$ cat config.mk
export PLATFORM = sky130hd
export DESIGN_NAME = demux_tree_rx
export DESIGN_NICKNAME = d
export VERILOG_FILES = /design/src/rtl/demux_tree_rx_pkg.sv /design/src/rtl/demux_slot_ctrl.sv /design/src/rtl/demux_tree_rx.sv
export SDC_FILE = /design/constraint.sdc
export NUM_CORES = 1
export LEC_CHECK = 0
export BUFFER_PORTS_ARGS = -buffer_cell sky130_fd_sc_hd__buf_2
export CORE_ASPECT_RATIO = 0.8
export CORE_MARGIN = 3
export CORE_UTILIZATION = 50
export CTS_CLUSTER_DIAMETER = 100
export DETAILED_ROUTE_END_ITERATION = 10
export PLACE_DENSITY = 0.77
export SLEW_MARGIN = 5
export SYNTH_ARGS = -nofsm -noshare
export SYNTH_HDL_FRONTEND = slang
export SYNTH_SLANG_ARGS = --single-unit
export TNS_END_PERCENT = 20
$ cat constraint.sdc
create_clock -name clk -period 1.95 [get_ports clk]
set_input_delay 0.585 -clock clk [delete_from_list [all_inputs] [get_ports clk]]
set_output_delay 0.585 -clock clk [all_outputs]
set_load 0.05 [all_outputs]
$ cat src/rtl/demux_tree_rx_pkg.sv
// Shared definitions for the lane mux/demux tree pair: lane count, slot width
// and the slot-to-lane fill map used on both ends of the serialized link.
package demux_tree_rx_pkg;

  localparam int unsigned DATA_W_DEF = 8;
  localparam int unsigned NUM_LANES  = 4;
  localparam int unsigned SLOT_W     = 2;

  typedef logic [SLOT_W-1:0] slot_t;

  // Tree order is the 2-bit reversal of the slot index: 0,2,1,3.
  function automatic slot_t lane_map(input slot_t slot, input bit tree_order);
    slot_t lane;
    if (tree_order) lane = {slot[0], slot[1]};
    else            lane = slot;
    return lane;
  endfunction

endpackage

$ cat src/rtl/demux_slot_ctrl.sv
// Slot counter, lane-map decode and emit/flush decision for demux_tree_rx.
// wr_en and emit are combinational and describe the current input cycle.
module demux_slot_ctrl
  import demux_tree_rx_pkg::*;
#(
  parameter int TREE_ORDER = 1
) (
  input  logic                 clk,
  input  logic                 reset,
  input  logic                 valid_in,
  input  logic                 flush,
  output logic [NUM_LANES-1:0] wr_en,
  output logic                 emit
);

  localparam bit TREE = (TREE_ORDER != 0);

  slot_t count;

  always_comb begin
    wr_en = '0;
    if (valid_in) wr_en[lane_map(count, TREE)] = 1'b1;
    // A flush that coincides with the slot-3 byte folds into the full emit.
    emit = (valid_in && (count == slot_t'(NUM_LANES - 1))) ||
           (flush && ((count != '0) || valid_in));
  end

  always_ff @(posedge clk) begin
    if (reset)         count <= '0;
    else if (emit)     count <= '0;
    else if (valid_in) count <= count + slot_t'(1);
  end

endmodule

$ cat src/rtl/demux_tree_rx.sv
// Deserializes a byte stream back into 4 parallel lanes; staging registers
// collect one group, output registers hold the last emitted group.
module demux_tree_rx
  import demux_tree_rx_pkg::*;
#(
  parameter int DATA_W     = DATA_W_DEF,
  parameter int TREE_ORDER = 1
) (
  input  logic              clk,
  input  logic              reset,
  input  logic              valid_in,
  input  logic [DATA_W-1:0] data_in,
  input  logic              flush,
  output logic [DATA_W-1:0] data_out0,
  output logic [DATA_W-1:0] data_out1,
  output logic [DATA_W-1:0] data_out2,
  output logic [DATA_W-1:0] data_out3,
  output logic              valid_out0,
  output logic              valid_out1,
  output logic              valid_out2,
  output logic              valid_out3,
  output logic              group_valid
);

  logic [NUM_LANES-1:0] wr_en;
  logic                 emit;

  logic [DATA_W-1:0]    stage   [NUM_LANES];
  logic [NUM_LANES-1:0] stage_v;
  logic [DATA_W-1:0]    data_q  [NUM_LANES];
  logic [NUM_LANES-1:0] valid_q;

  demux_slot_ctrl #(
    .TREE_ORDER(TREE_ORDER)
  ) u_slot_ctrl (
    .clk      (clk),
    .reset    (reset),
    .valid_in (valid_in),
    .flush    (flush),
    .wr_en    (wr_en),
    .emit     (emit)
  );

  for (genvar g = 0; g < NUM_LANES; g++) begin : g_lane
    // The byte accepted in the emit cycle bypasses staging straight to the output.
    always_ff @(posedge clk) begin
      if (reset) begin
        stage[g]   <= '0;
        stage_v[g] <= 1'b0;
        data_q[g]  <= '0;
        valid_q[g] <= 1'b0;
      end else if (emit) begin
        stage[g]   <= '0;
        stage_v[g] <= 1'b0;
        valid_q[g] <= stage_v[g] | wr_en[g];
        if (wr_en[g])        data_q[g] <= data_in;
        else if (stage_v[g]) data_q[g] <= stage[g];
        else                 data_q[g] <= '0;
      end else if (wr_en[g]) begin
        stage[g]   <= data_in;
        stage_v[g] <= 1'b1;
      end
    end
  end

  always_ff @(posedge clk) begin
    if (reset) group_valid <= 1'b0;
    else       group_valid <= emit;
  end

  assign data_out0  = data_q[0];
  assign data_out1  = data_q[1];
  assign data_out2  = data_q[2];
  assign data_out3  = data_q[3];
  assign valid_out0 = valid_q[0];
  assign valid_out1 = valid_q[1];
  assign valid_out2 = valid_q[2];
  assign valid_out3 = valid_q[3];

endmodule

==> metrics.txt, run 1 <==
CTS root buffer=clkbuf_8; WL per Instance=14.91 um; fin util=65.06%; Async SR Flop Fraction=0%; HPWL Detailed=4.043 mm; status=complete, no violations; end of the critical path=stage[0][1]$_SDFFCE_PN0P_; clk slew on worst S/H paths=0.07 ns; Post-Route WL=5.607 mm; pin count of the biggest net entering global routing=14; # Max-Cap Violations=0; CTS tree=yes; Seq cells post-synth=75; Ports=49; final worst path period share=90.40%; GRT Total Usage=17.49%; routed vias/inst=5.152; Clock Sinks=75; Required @ worst endpoint=2.00 ns; ratio of cells with drive above 1 in the final layout=29.53%; CTS Hold Bufs=0; fill cell count=439; Mapped Cells=215; post-synth cell types=35; Residual DRC=0; Initial Utilization=53.84%; initial DRC count=201; Antenna Nets Post-Route=0; DRT Pass-1 Iters=4; global-route wire length before repair=9.287 mm; Final Max Tran Viols=0; antenna violations before repair=0; reg2reg start=u_slot_ctrl.count[0]$_SDFFE_PP0P_; GRT Residual Overflow=0; Clock Latency Late Sink=0.34 ns; Final setup viols=0; Layout Nets=309; most frequent cells in the layout=edfxtp_1, buf_2, and2_1; core area=5675 um^2; crit end category=register; FMAX=0.5673 GHz; synth warn=0; Worst EP arrival=1.82 ns; Yosys top cell area share=62.90%; post-CTS sizing=0; number of global-route vias before repair=1,829; Worst R2R Setup Slack=0.19 ns; RR Endpoint=stage[0][1]$_SDFFCE_PN0P_; Diodes inserted=0; RSZ-0062 raised after global routing=false; Clock Skew=0.008724 ns; via count=1,937; PwrDens=911.3 nW/um^2; postcts setup bufs=0; CTS Buf Count=9; # rows=24; Max FO, Critical Path=8; Peak VDD IR=546.5 uV; DIE AREA=7091 um^2; critical path type=reg2reg; worst min-delay path class=reg2reg; area growth from synthesis to layout=20.84%; minimum clock period=1.763 ns; crit path launch type=register; leakage power=0.001533 uW; # H-tree levels=3; final hold vios=0; R2R cell count=7; GPL Wtd Cong=0.7570; Die Wd=93.40 um; syn avg cell area=14.21 um^2; Sum Neg Setup Slack=0 ns; Synth area leader=edfxtp_1; Max clock buf depth=2; Area contributors post-synth=edfxtp_1, dfxtp_1, a22o_1; number of synthesized flops with an enable pin=64; Die Span Y=75.92 um; sequential area share after synthesis=70.11%; PortBufs=48; start point of the critical path=u_slot_ctrl.count[0]$_SDFFE_PP0P_; Post-synth top flop=edfxtp_1; leading cell type in the layout, fill and taps excluded=edfxtp_1; synthesized cell area=3055 um^2
[flip-flops by register name (all words and copies together), names as in the netlist]
| register | count |
|---|---|
| valid_out1 | 1 |
| stage | 32 |
| group_valid | 1 |
| u_slot_ctrl.count | 2 |
| valid_out3 | 1 |
| valid_out0 | 1 |
| data_q | 32 |
| stage_v | 4 |
| valid_out2 | 1 |
[power by group]
part	internal [uW]	switching, uW	total (uW)	leakage, uW
logic	123	366	489	0.000671
clock network	462	513	975	0.0000808
registers	1870	35.5	1900	0.000781
[final cells by class]
class                      count  area (um^2)  area share [%]
inverter                       9        33.78          0.9149
timing repair buffer          66        387.9           10.50
clock buffer                  12        135.1           3.660
multi-input combinational    132        869.6           23.55
sequential                    75         2142           58.01
clock inverter                 4        26.28          0.7116
tap                           78        97.59           2.643
[critical path, stage by stage (launching register included)]
cell and delay, ns:
dfxtp_1 0.41, inv_1 0.08, ha_1 0.21, nor2b_1 0.30
nor3_4 0.08, buf_4 0.17, nand2_1 0.06, buf_4 0.17
[worst min-delay path by stage]
stage	slack [ns]	cells after the start	startpoint	to
6_report	0.48	1	valid_out2$_SDFFE_PP0N_	valid_out2$_SDFFE_PP0N_
5_1_grt	0.51	1	valid_out2$_SDFFE_PP0N_	valid_out2$_SDFFE_PP0N_
4_1_cts	0.48	1	valid_out2$_SDFFE_PP0N_	valid_out2$_SDFFE_PP0N_
3_5_place_dp	0.45	1	valid_out2$_SDFFE_PP0N_	valid_out2$_SDFFE_PP0N_
3_3_place_gp	0.48	1	valid_out2$_SDFFE_PP0N_	valid_out2$_SDFFE_PP0N_
2_1_floorplan	0.45	2	stage_v[1]$_SDFFE_PP0P_	stage_v[1]$_SDFFE_PP0P_
[cells in the mapped netlist (2+ instances only)]
library cell / instances
nor2_1: 8
a21oi_1: 12
nor3_1: 3
a22o_1: 24
and2_1: 26
ha_1: 4
and3_1: 2
buf_2: 2
nor3_2: 2
dfxtp_1: 11
nand2_1: 17
nand3_1: 8
nor2b_1: 2
edfxtp_1: 64
a211oi_1: 3
inv_1: 8
[through the flow]
stage	total power [uW]	cell area, um^2	setup WS, ns	cells	hold WS [ns]
after global placement	2416	3531	0.1414	360	0.4758
after global routing	3495	3692	0.07753	376	0.5110
after floorplan	2267	3082	0.2348	222	0.4489
final	3365	3692	0.1871	376	0.4838
after CTS	3388	3692	0.1827	376	0.4821
after detailed placement	2426	3531	0.09373	360	0.4530
[metal layers]
metal / vias up / track usage [%] / part of all wire (%)
met1: 905 / 23.95 / 45
met2: 65 / 25.77 / 45
met5: - / 0 / 0
met4: 0 / 6.589 / 2.0
li1: 953 / - / -
met3: 14 / 6.040 / 7.4
[logic make-up after synthesis]
logic type      count (synthesis)  share of synthesized area [%]
flops                          75                          70.11
simple gates                   73                          13.88
compound gates                 44                          10.97
buf+inv                        15                          2.293
fa+ha+maj                       4                          1.638
mux                             2                         0.6961
other cells                     1                         0.1227
xor+xnor                        1                         0.2867
(Power assumes the default switching activity.)
==> run 2: changes to the inputs <==
- ABC_AREA: default -> 1
- PLACE_DENSITY: 0.77 -> 0.76
==> metrics.txt, run 2 <==
leading cell type in the layout, fill and taps excluded=nand2_1; critical path type=reg2reg; CTS Buf Count=9; fill cell count=500; via count=2,136; # Max-Cap Violations=0; Required @ worst endpoint=1.98 ns; Sum Neg Setup Slack=0 ns; clk slew on worst S/H paths=0.07 ns; Final Max Tran Viols=0; number of synthesized flops with an enable pin=64; Design Power=3666 uW; # H-tree levels=3; Ports=49; GPL Wtd Cong=0.8089; area growth from synthesis to layout=17.67%; DIE AREA=7540 um^2; routed vias/inst=4.726; leakage power=0.001899 uW; CTS root buffer=clkbuf_8; Antenna Nets Post-Route=0; Layout Nets=382; global-route wire length before repair=9.894 mm; final worst path period share=88.96%; Clock Sinks=75; Post-synth top flop=edfxtp_1; Die Wd=96.34 um; top post-synthesis cells by count=nand2_1, edfxtp_1, nor2_1; Residual DRC=0; Clock Latency Late Sink=0.34 ns; switching pwr=897.9 uW; crit path launch type=register; crit end category=register; most numerous cell in the Yosys netlist=nand2_1; Seq cells post-synth=75; Die Span Y=78.27 um; sequential fraction of design power=51.0%; Diodes inserted=0; Largest regs=data_q (32), stage (32), stage_v (4); antenna violations before repair=0; CTS tree=yes; Max clock buf depth=2; HPWL Detailed=4.307 mm; synth warn=0; number of global-route vias before repair=2,080; initial DRC count=169; ratio of cells with drive above 1 in the final layout=22.64%; DRT Pass-1 Iters=4; synthesized cell area=3264 um^2; pin count of the biggest net entering global routing=16; Peak VDD IR=468.9 uV; Logic pwr share=11.0%; core area=6100 um^2; status=complete, no violations; GRT Residual Overflow=0; PwrDens=954.5 nW/um^2; most frequent cells in the layout=nand2_1, edfxtp_1, buf_2; Yosys top cell area share=58.87%; final hold vios=0; postcts setup bufs=0; sequential area share after synthesis=65.62%; Post-Route WL=5.961 mm; post-synth cell types=22; syn avg cell area=10.81 um^2; # rows=25; Power Internal=2768 uW; FMAX=0.5765 GHz; Initial Utilization=53.52%; GRT Total Usage=17.75%; CTS Hold Bufs=0; WL per Instance=13.19 um; Worst EP arrival=1.76 ns; Reg area=2142 um^2; worst min-delay path class=reg2reg; Synth area leader=edfxtp_1; Mapped Cells=302; clock network power share=38.0%; Async SR Flop Fraction=0%; Hold Path Stages=2; area of the multi-input gates=954.7 um^2; Final setup viols=0; Max FO, Critical Path=15; Clock Skew=0.007820 ns; Area contributors post-synth=edfxtp_1, nand2_1, dfxtp_1; R2R cell count=7; Net Sw Frac=24.49%; PortBufs=48; post-CTS sizing=0; minimum clock period=1.735 ns; RSZ-0062 raised after global routing=false
-- run 2: cell count changes after synthesis, moves of 5 or more --
cell     previous run  this run
nand2_1            17       104
nor2_1              8        40
inv_1               8        36
and2_1             26         0
a22o_1             24         0
a21oi_1            12         5
nor2_8              0         6
nand2_4             0         5
-- run 2: layer usage --
metal  vias to the layer above  global-route usage (%)  part of all wire [%]
li1                       1077                       -                     -
met1                       987                   24.27                    47
met2                        64                   27.43                    45
met5                         -                       0                     0
met3                         8                   5.747                   7.4
met4                         0                   4.622                  0.75
-- run 2: critical path: stages (launching register included) --
cell	delay, ns
dfxtp_1	0.34
inv_1	0.10
ha_1	0.23
nand2_4	0.09
nand2_4	0.11
inv_8	0.05
nor2_8	0.21
nand2_1	0.29
-- run 2: through the flow --
stage               cell area, um^2  util, %  hold WS [ns]  worst slack, ns  instances
floorplan                      3291        -        0.4636           0.2489        309
global placement               3606    59.12        0.4594           0.1099        436
detailed placement             3606    59.12        0.4551          0.03124        436
CTS                            3841    62.97        0.4660           0.1923        452
global route                   3841    62.97        0.4924          0.06981        452
finish                         3841    62.97        0.4592           0.2153        452
-- run 2: cell families after synthesis --
logic type | count (synthesis) | synth area share, %
flip-flops | 75 | 65.62
adder cells (fa/ha/maj) | 4 | 1.533
AND/OR/NAND/NOR | 171 | 25.57
AO/OA/AOI/OAI | 8 | 1.226
buffers and inverters | 43 | 5.941
other | 1 | 0.1149
-- run 2: area by class of cell --
cell class | instances | share of cell area, %
Timing Repair Buffer | 49 | 6.450
Tap cell | 81 | 2.638
Clock buffer | 11 | 3.420
Inverter | 40 | 4.169
Sequential cell | 75 | 55.77
Clock inverter | 5 | 2.704
Multi-Input combinational cell | 191 | 24.85
-- run 2: path summary, 6_finish.rpt --
kind / endpoint / start / slack, ns
max: stage[2][4]$_SDFFCE_PN0P_ / u_slot_ctrl.count[0]$_SDFFE_PP0P_ / 0.22
min: valid_out3$_SDFFE_PP0N_ / valid_out3$_SDFFE_PP0N_ / 0.46
max reg2reg: stage[2][4]$_SDFFCE_PN0P_ / u_slot_ctrl.count[0]$_SDFFE_PP0P_ / 0.22
min reg2reg: valid_out3$_SDFFE_PP0N_ / valid_out3$_SDFFE_PP0N_ / 0.46
-- run 2: power groups by stage --
stage	registers, uW	clock network, uW	logic, uW
global route	1880	1480	434
floorplan	2070	0	147
global placement	1910	0	397
detailed placement	1910	0	403
CTS	1870	1410	405
finish	1870	1390	402
